$ cat config.mk
export PLATFORM = sky130hd
export DESIGN_NAME = tresp_arbiter
export DESIGN_NICKNAME = d
export VERILOG_FILES = /design/src/rtl/srio_resp_pkg.sv /design/src/rtl/tresp_arbiter_rr_pick.sv /design/src/rtl/tresp_arbiter.sv
export SDC_FILE = /design/constraint.sdc
export NUM_CORES = 1
export LEC_CHECK = 0
export CORE_AREA = 2 2 185 187
export CTS_BUF_LIST = sky130_fd_sc_hd__clkbuf_4 sky130_fd_sc_hd__clkbuf_8 sky130_fd_sc_hd__clkbuf_16
export CTS_CLUSTER_SIZE = 25
export DETAILED_ROUTE_END_ITERATION = 8
export DIE_AREA = 0 0 187 189
export DONT_BUFFER_PORTS = 1
export PLACE_DENSITY_LB_ADDON = 0.12
export SYNTH_ARGS = -nofsm -noshare
export SYNTH_HDL_FRONTEND = slang
export SYNTH_SLANG_ARGS = --single-unit
export TNS_END_PERCENT = 5
$ cat constraint.sdc
create_clock -name log_clk -period 2.5 [get_ports log_clk]
set_clock_uncertainty 0.05 [all_clocks]
set_input_delay 0.375 -clock log_clk [delete_from_list [all_inputs] [get_ports log_clk]]
set_output_delay 0.375 -clock log_clk [all_outputs]
set_load 0.005 [all_outputs]
$ cat src/rtl/srio_resp_pkg.sv
// Shared definitions for the SRIO logical-layer response path.
// State encoding, FTYPE codes, TUSER field positions and an index-width helper.
package srio_resp_pkg;

  typedef enum logic {
    IDLE_s = 1'b0,
    PKT_s  = 1'b1
  } arb_state_t;

  localparam logic [3:0] FTYPE_DOORB  = 4'hA;
  localparam logic [3:0] FTYPE_NWRITE = 4'h5;
  localparam logic [3:0] FTYPE_RESP   = 4'hD;
  localparam logic [3:0] FTYPE_MAINT  = 4'h8;

  // tuser = {src_id, des_id}
  localparam int TUSER_SRC_MSB = 31;
  localparam int TUSER_SRC_LSB = 16;
  localparam int TUSER_DES_MSB = 15;
  localparam int TUSER_DES_LSB = 0;

  function automatic int idx_w(input int n);
    return (n > 1) ? $clog2(n) : 1;
  endfunction

endpackage

$ cat src/rtl/tresp_arbiter_rr_pick.sv
// Combinational round-robin selector: first asserted request after i_last, wrapping.
// Reusable by any arbiter that keeps its own last-grant pointer.
module rr_pick
  import srio_resp_pkg::*;
#(
  parameter int N  = 3,
  parameter int IW = idx_w(N)
) (
  input  logic [N-1:0]  i_req,
  input  logic [IW-1:0] i_last,
  output logic [N-1:0]  o_pick_oh,
  output logic [IW-1:0] o_pick_idx,
  output logic          o_pick_vld
);

  // Scan offsets 1..N from the last grant, so the previous winner is considered last.
  always_comb begin
    o_pick_oh  = '0;
    o_pick_idx = '0;
    o_pick_vld = 1'b0;
    for (int k = 1; k <= N; k++) begin
      for (int i = 0; i < N; i++) begin
        if (!o_pick_vld && i_req[i] && (i == ((int'(i_last) + k) % N))) begin
          o_pick_vld    = 1'b1;
          o_pick_oh[i]  = 1'b1;
          o_pick_idx    = IW'(i);
        end
      end
    end
  end

endmodule

$ cat src/rtl/tresp_arbiter.sv
// Packet-locked round-robin arbiter for the SRIO tresp channel (log_clk domain).
// Optional per-port packet counters are built when RESP_ARB_STATS_EN is defined.
//
// state  | meaning
// IDLE_s | no owner; arbitrate among valid ports, grant lands next cycle
// PKT_s  | granted port passes through until its tlast beat transfers
module tresp_arbiter
  import srio_resp_pkg::*;
#(
  parameter int NUM_PORTS = 3,
  parameter int CNT_W     = 16
) (
  input  logic                       log_clk,
  input  logic                       log_rst,
  input  logic [NUM_PORTS-1:0]       src_tvalid_in,
  output logic [NUM_PORTS-1:0]       src_tready_o,
  input  logic [NUM_PORTS-1:0]       src_tlast_in,
  input  logic [NUM_PORTS*64-1:0]    src_tdata_in,
  input  logic [NUM_PORTS*8-1:0]     src_tkeep_in,
  input  logic [NUM_PORTS*32-1:0]    src_tuser_in,
  input  logic                       tresp_tready_in,
  output logic                       tresp_tvalid_o,
  output logic                       tresp_tlast_o,
  output logic [63:0]                tresp_tdata_o,
  output logic [7:0]                 tresp_tkeep_o,
  output logic [31:0]                tresp_tuser_o,
  output logic [NUM_PORTS-1:0]       grant_o,
  output logic                       busy_o,
  output logic [NUM_PORTS*CNT_W-1:0] pkt_cnt_o
);

  localparam int IW = idx_w(NUM_PORTS);

  arb_state_t           r_state;
  logic [NUM_PORTS-1:0] r_grant;
  logic [IW-1:0]        r_last;

  logic [NUM_PORTS-1:0] w_pick_oh;
  logic [IW-1:0]        w_pick_idx;
  logic                 w_pick_vld;

  logic        w_vld;
  logic        w_last;
  logic [63:0] w_data;
  logic [7:0]  w_keep;
  logic [31:0] w_user;
  logic        w_done;

  rr_pick #(.N(NUM_PORTS), .IW(IW)) u_pick (
    .i_req      (src_tvalid_in),
    .i_last     (r_last),
    .o_pick_oh  (w_pick_oh),
    .o_pick_idx (w_pick_idx),
    .o_pick_vld (w_pick_vld)
  );

  // r_grant is zero outside PKT_s, so the mux yields all-zero when idle.
  always_comb begin
    w_vld  = 1'b0;
    w_last = 1'b0;
    w_data = '0;
    w_keep = '0;
    w_user = '0;
    for (int i = 0; i < NUM_PORTS; i++) begin
      if (r_grant[i]) begin
        w_vld  = src_tvalid_in[i];
        w_last = src_tlast_in[i];
        w_data = src_tdata_in[64*i +: 64];
        w_keep = src_tkeep_in[8*i +: 8];
        w_user = src_tuser_in[32*i +: 32];
      end
    end
  end

  assign tresp_tvalid_o = w_vld;
  assign tresp_tlast_o  = w_vld & w_last;
  assign tresp_tdata_o  = w_vld ? w_data : '0;
  assign tresp_tkeep_o  = w_vld ? w_keep : '0;
  assign tresp_tuser_o  = w_vld ? w_user : '0;
  assign src_tready_o   = r_grant & {NUM_PORTS{tresp_tready_in}};
  assign w_done         = w_vld & tresp_tready_in & w_last;
  assign grant_o        = r_grant;
  assign busy_o         = (r_state == PKT_s);

  always_ff @(posedge log_clk or posedge log_rst) begin
    if (log_rst) begin
      r_state <= IDLE_s;
      r_grant <= '0;
      r_last  <= IW'(NUM_PORTS - 1);
    end else begin
      unique case (r_state)
        IDLE_s: begin
          if (w_pick_vld) begin
            r_grant <= w_pick_oh;
            r_last  <= w_pick_idx;
            r_state <= PKT_s;
          end
        end
        PKT_s: begin
          if (w_done) begin
            r_grant <= '0;
            r_state <= IDLE_s;
          end
        end
        default: begin
          r_grant <= '0;
          r_state <= IDLE_s;
        end
      endcase
    end
  end

`ifdef RESP_ARB_STATS_EN
  logic [NUM_PORTS-1:0][CNT_W-1:0] r_cnt;

  // Saturating so a long-running link never wraps back to a misleading small count.
  always_ff @(posedge log_clk or posedge log_rst) begin
    if (log_rst) begin
      r_cnt <= '0;
    end else begin
      for (int i = 0; i < NUM_PORTS; i++) begin
        if (w_done && r_grant[i] && (r_cnt[i] != {CNT_W{1'b1}})) begin
          r_cnt[i] <= r_cnt[i] + CNT_W'(1);
        end
      end
    end
  end

  assign pkt_cnt_o = r_cnt;
`else
  assign pkt_cnt_o = '0;
`endif

endmodule
==> impl_metrics.csv, run 1 <==
group,metric,value,unit
drt,drc,0,
clock_network,cts_buffer_depth,2,
power,p_comb_frac,0.084,
power,power_frac_clock,0.675,
drt,wirelength,17400,um
placed_design,portBuffers,0,
global_routing,grt.total_usage,0.0873,
yosys,synthTopCellsByArea,"a221oi_1 29%, nor2b_1 21%, nor3_1 17%, buf_4 11%, clkbuf_1 6.0%",
die,core_area,33300,um^2
critical_path,critPathMaxStageDelay,0.47,ns
critical_path,crit_family,"simple AND/OR/NAND/NOR gates",
clock_network,ctsResizeCount,0,
yosys,synth_top_family_by_area,"simple AND/OR/NAND/NOR gates",
yosys,synth.distinct_cells,31,
min_path,min_from,"src_tvalid_in[0]",
die,die-height,189,um
yosys,synth-seq-area-share,0.0483,
power,finalPower,0.411,mW
critical_path,crit_slowest_cell,"nor2b_1",
critical_path,cp_num_buf_inv,2,
timing,tightest_slew,0.611,ns
timing,slew_violations,0,
timing,fin_ws,0.171,ns
die,ios,482,
timing,fmax,429,MHz
cells_and_area,syn_to_final_growth,14.9,%
yosys,synth-adder-area-share,0.00798,
clock_network,clk_latency,0.23,ns
yosys,ys_seq_elements,6,
cells_and_area,drive_gt1_frac,0.0668,
critical_path,reg2reg_setup_slack,0.36,ns
drt,wl_per_cell,19.6,um
critical_path,critPathRequiredTime,2.08,ns
critical_path,path_cells,"buf_12, nor2b_1, nor3_1, buf_4",
die,die-area,35300,um^2
critical_path,cp-end-kind,"output pin",
die,row_count,67,
clock_network,path_clk_slew,0.04,ns
power,p_int,0.329,mW
critical_path,worstReg2RegStart,"grant_o[1]",
timing,hold_viol_final,0,
timing,setup_viol,0,
cells_and_area,finish.utilization,0.108,
drt,first_pass_iters,4,
placed_design,placed_area,3500,um^2
clock_network,htreeDepth,1,
placed_design,dp.cells,877,
min_path,holdPathStages,1,
global_routing,antenna_found_initial,4,
yosys,synth_mux_area_frac,0,
cells_and_area,design_area,3600,um^2
global_routing,gr-total-overflow,0,
yosys,synth_warnings,0,
drt,drtIter0Drc,123,
clock_network,postCtsSetupBuffers,0,
critical_path,rr_endpoint,"grant_o[2]",
timing,setup_tns,0,ns
yosys,syn_area_per_cell,6.60,um^2
yosys,synth_top_area_share,0.293,
timing,final.min_clock_period,2.33,ns
min_path,hold_end,"grant_o[0]",
timing,maxSlewHeadroom,0.589,
yosys,synthXorXnorAreaFrac,0,
critical_path,ff2ff_path_depth,5,
job,max-cap-violations,0,
clock_network,cts-root-buf,"clkbuf_16",
timing,holdWs,0.237,ns
placed_design,place_ws,0.325,ns
yosys,synth_largest_area_cell,"a221oi_1",
critical_path,worstPathArrival,1.90,ns
power,p_switching,0.0826,mW
drt,vias,3712,
critical_path,cp-start-kind,"register",
clock_network,clock_sinks,6,
yosys,syn-cell-area,3140,um^2
placed_design,hpwl,14700,um
status,status,"finished, final reports clean",
drt,routed_via_density,4.19,
global_routing,grt_pass1_vias,3558,
power,seqPwrFrac,0.241,
clock_network,cts_tree,"done",
cells_and_area,final_cells,886,
die,die_w,187,um
power,peakVddDrop,147,uV
clock_network,numCtsBuffers,3,
die,start_util,0.0943,
timing,period_share,0.932,
timing,rsz0062_at_grt,"false",
global_routing,grt_pass1_wl,23300,um
yosys,synth_compound_area_frac,0.333,
yosys,netlist_instances,475,
drt,drtAntennaViolNets,0,
power,p_leak,0.871,nW
yosys,yosys.area_share.simple,0.411,
cells_and_area,nets,758,
power,swShare,0.201,
critical_path,path_class,"reg -> out",
power,powerDensity,114,nW/um^2
cells_and_area,n_fill_cell,3903,
placed_design,gp_congestion,0.843,
global_routing,grt_start_max_net_pins,114,
min_path,hp-class,"in -> reg",
critical_path,cp_max_fo,113,
## cells by family after synthesis
logic type | count (synthesis)
adders and majority gates | 2
and+or+nand+nor | 229
buffers and inverters | 115
other | 1
AOI/OAI and AO/OA | 122
DFF | 6
## registers in the layout, indices dropped and copies added, names as in the netlist
register / flops
grant_o: 3
busy_o: 1
r_last: 2
## cells in the mapped netlist
cell / number
and3b_1: 1
a21oi_1: 5
or3_1: 1
nor2b_1: 106
or4_4: 1
or2_2: 1
nand2_1: 3
dfrtp_1: 5
o21ba_2: 1
a2111oi_0: 1
buf_1: 3
nand2b_1: 1
a31o_2: 2
a221oi_1: 105
dfstp_2: 1
and2_1: 4
a32o_1: 1
conb_1: 1
inv_1: 7
clkbuf_1: 50
o21ai_2: 1
ha_1: 2
o32a_1: 1
nor2_1: 3
buf_2: 7
nand3_1: 1
o2111a_1: 1
a21o_1: 2
o21ai_0: 2
nor3_1: 107
buf_4: 48
## power groups by stage
stage | clock network [mW] | registers, mW | logic (mW)
3_3_place_gp | 0 | 0.101 | 0.0306
4_1_cts | 0.286 | 0.0993 | 0.0321
5_1_grt | 0.294 | 0.0992 | 0.0396
6_report | 0.278 | 0.0993 | 0.0345
3_5_place_dp | 0 | 0.101 | 0.0308
2_1_floorplan | 0 | 0.100 | 0.0823
## timing repair
action,in CTS,in global routing
hold endpoints to repair,5,0
endpoints found under the setup margin,0,0
hold buffers,1,0
## per-layer routing
metal	share of wire	GRT usage
met5	0	0
met4	0.044	0.0409
met3	0.084	0.0172
met2	0.53	0.172
met1	0.34	0.0879
## area by class of cell
cell class,count,area (um^2),share of cell area
Antenna cell,4,10.0,0.00278
Clock buffer,4,82.6,0.0229
Inverter,7,26.3,0.00729
Multi-Input combinational cell,401,2560,0.709
Sequential cell,6,159,0.0441
Tap cell,448,561,0.156
Timing Repair Buffer,16,210,0.0583
## worst reg2reg max path, delay by kind of cell (launching register included)
family          cells  cell delay [ns]
flops               1             0.50
compound gates      2             0.45
buf+inv             1             0.26
simple gates        2             0.76
## worst max path at each step
stage               startpoint                end  slack [ns]  cells past startpoint
finish              grant_o[2]   tresp_tdata_o[9]        0.17                      4
detailed placement  grant_o[1]         grant_o[0]        0.33                      5
global route        grant_o[1]  tresp_tdata_o[43]        0.07                      4
floorplan            r_last[1]         grant_o[2]        0.57                      6
CTS                 grant_o[2]   tresp_tdata_o[9]        0.10                      4
global placement    grant_o[0]         grant_o[0]        0.38                      5
## cell usage in the layout (no fill, tap or decap), types with 2 or more instances in the layout
cell / n
diode_2: 4
nand2_1: 3
buf_12: 7
ha_1: 2
dfrtp_1: 3
a21o_1: 2
nor2b_1: 105
inv_1: 7
o21ai_0: 2
and2_1: 4
a31o_2: 2
clkbuf_16: 3
nor3_1: 107
buf_4: 8
a21oi_1: 5
conb_1: 48
dfrtp_4: 2
nor2_1: 3
a221oi_1: 105
Note: power is estimated with default switching activity, not from simulation.
==> inputs of run 2 (changes only) <==
--- a/config.mk
+++ b/config.mk
@@ -12,6 +12,7 @@
 export DIE_AREA = 0 0 187 189
 export DONT_BUFFER_PORTS = 1
 export PLACE_DENSITY_LB_ADDON = 0.12
+export SKIP_LAST_GASP = 1
 export SYNTH_ARGS = -nofsm -noshare
 export SYNTH_HDL_FRONTEND = slang
 export SYNTH_SLANG_ARGS = --single-unit
==> results of run 2 <==
Same layout as run 1: the final DEF is identical, and so are final timing and power.
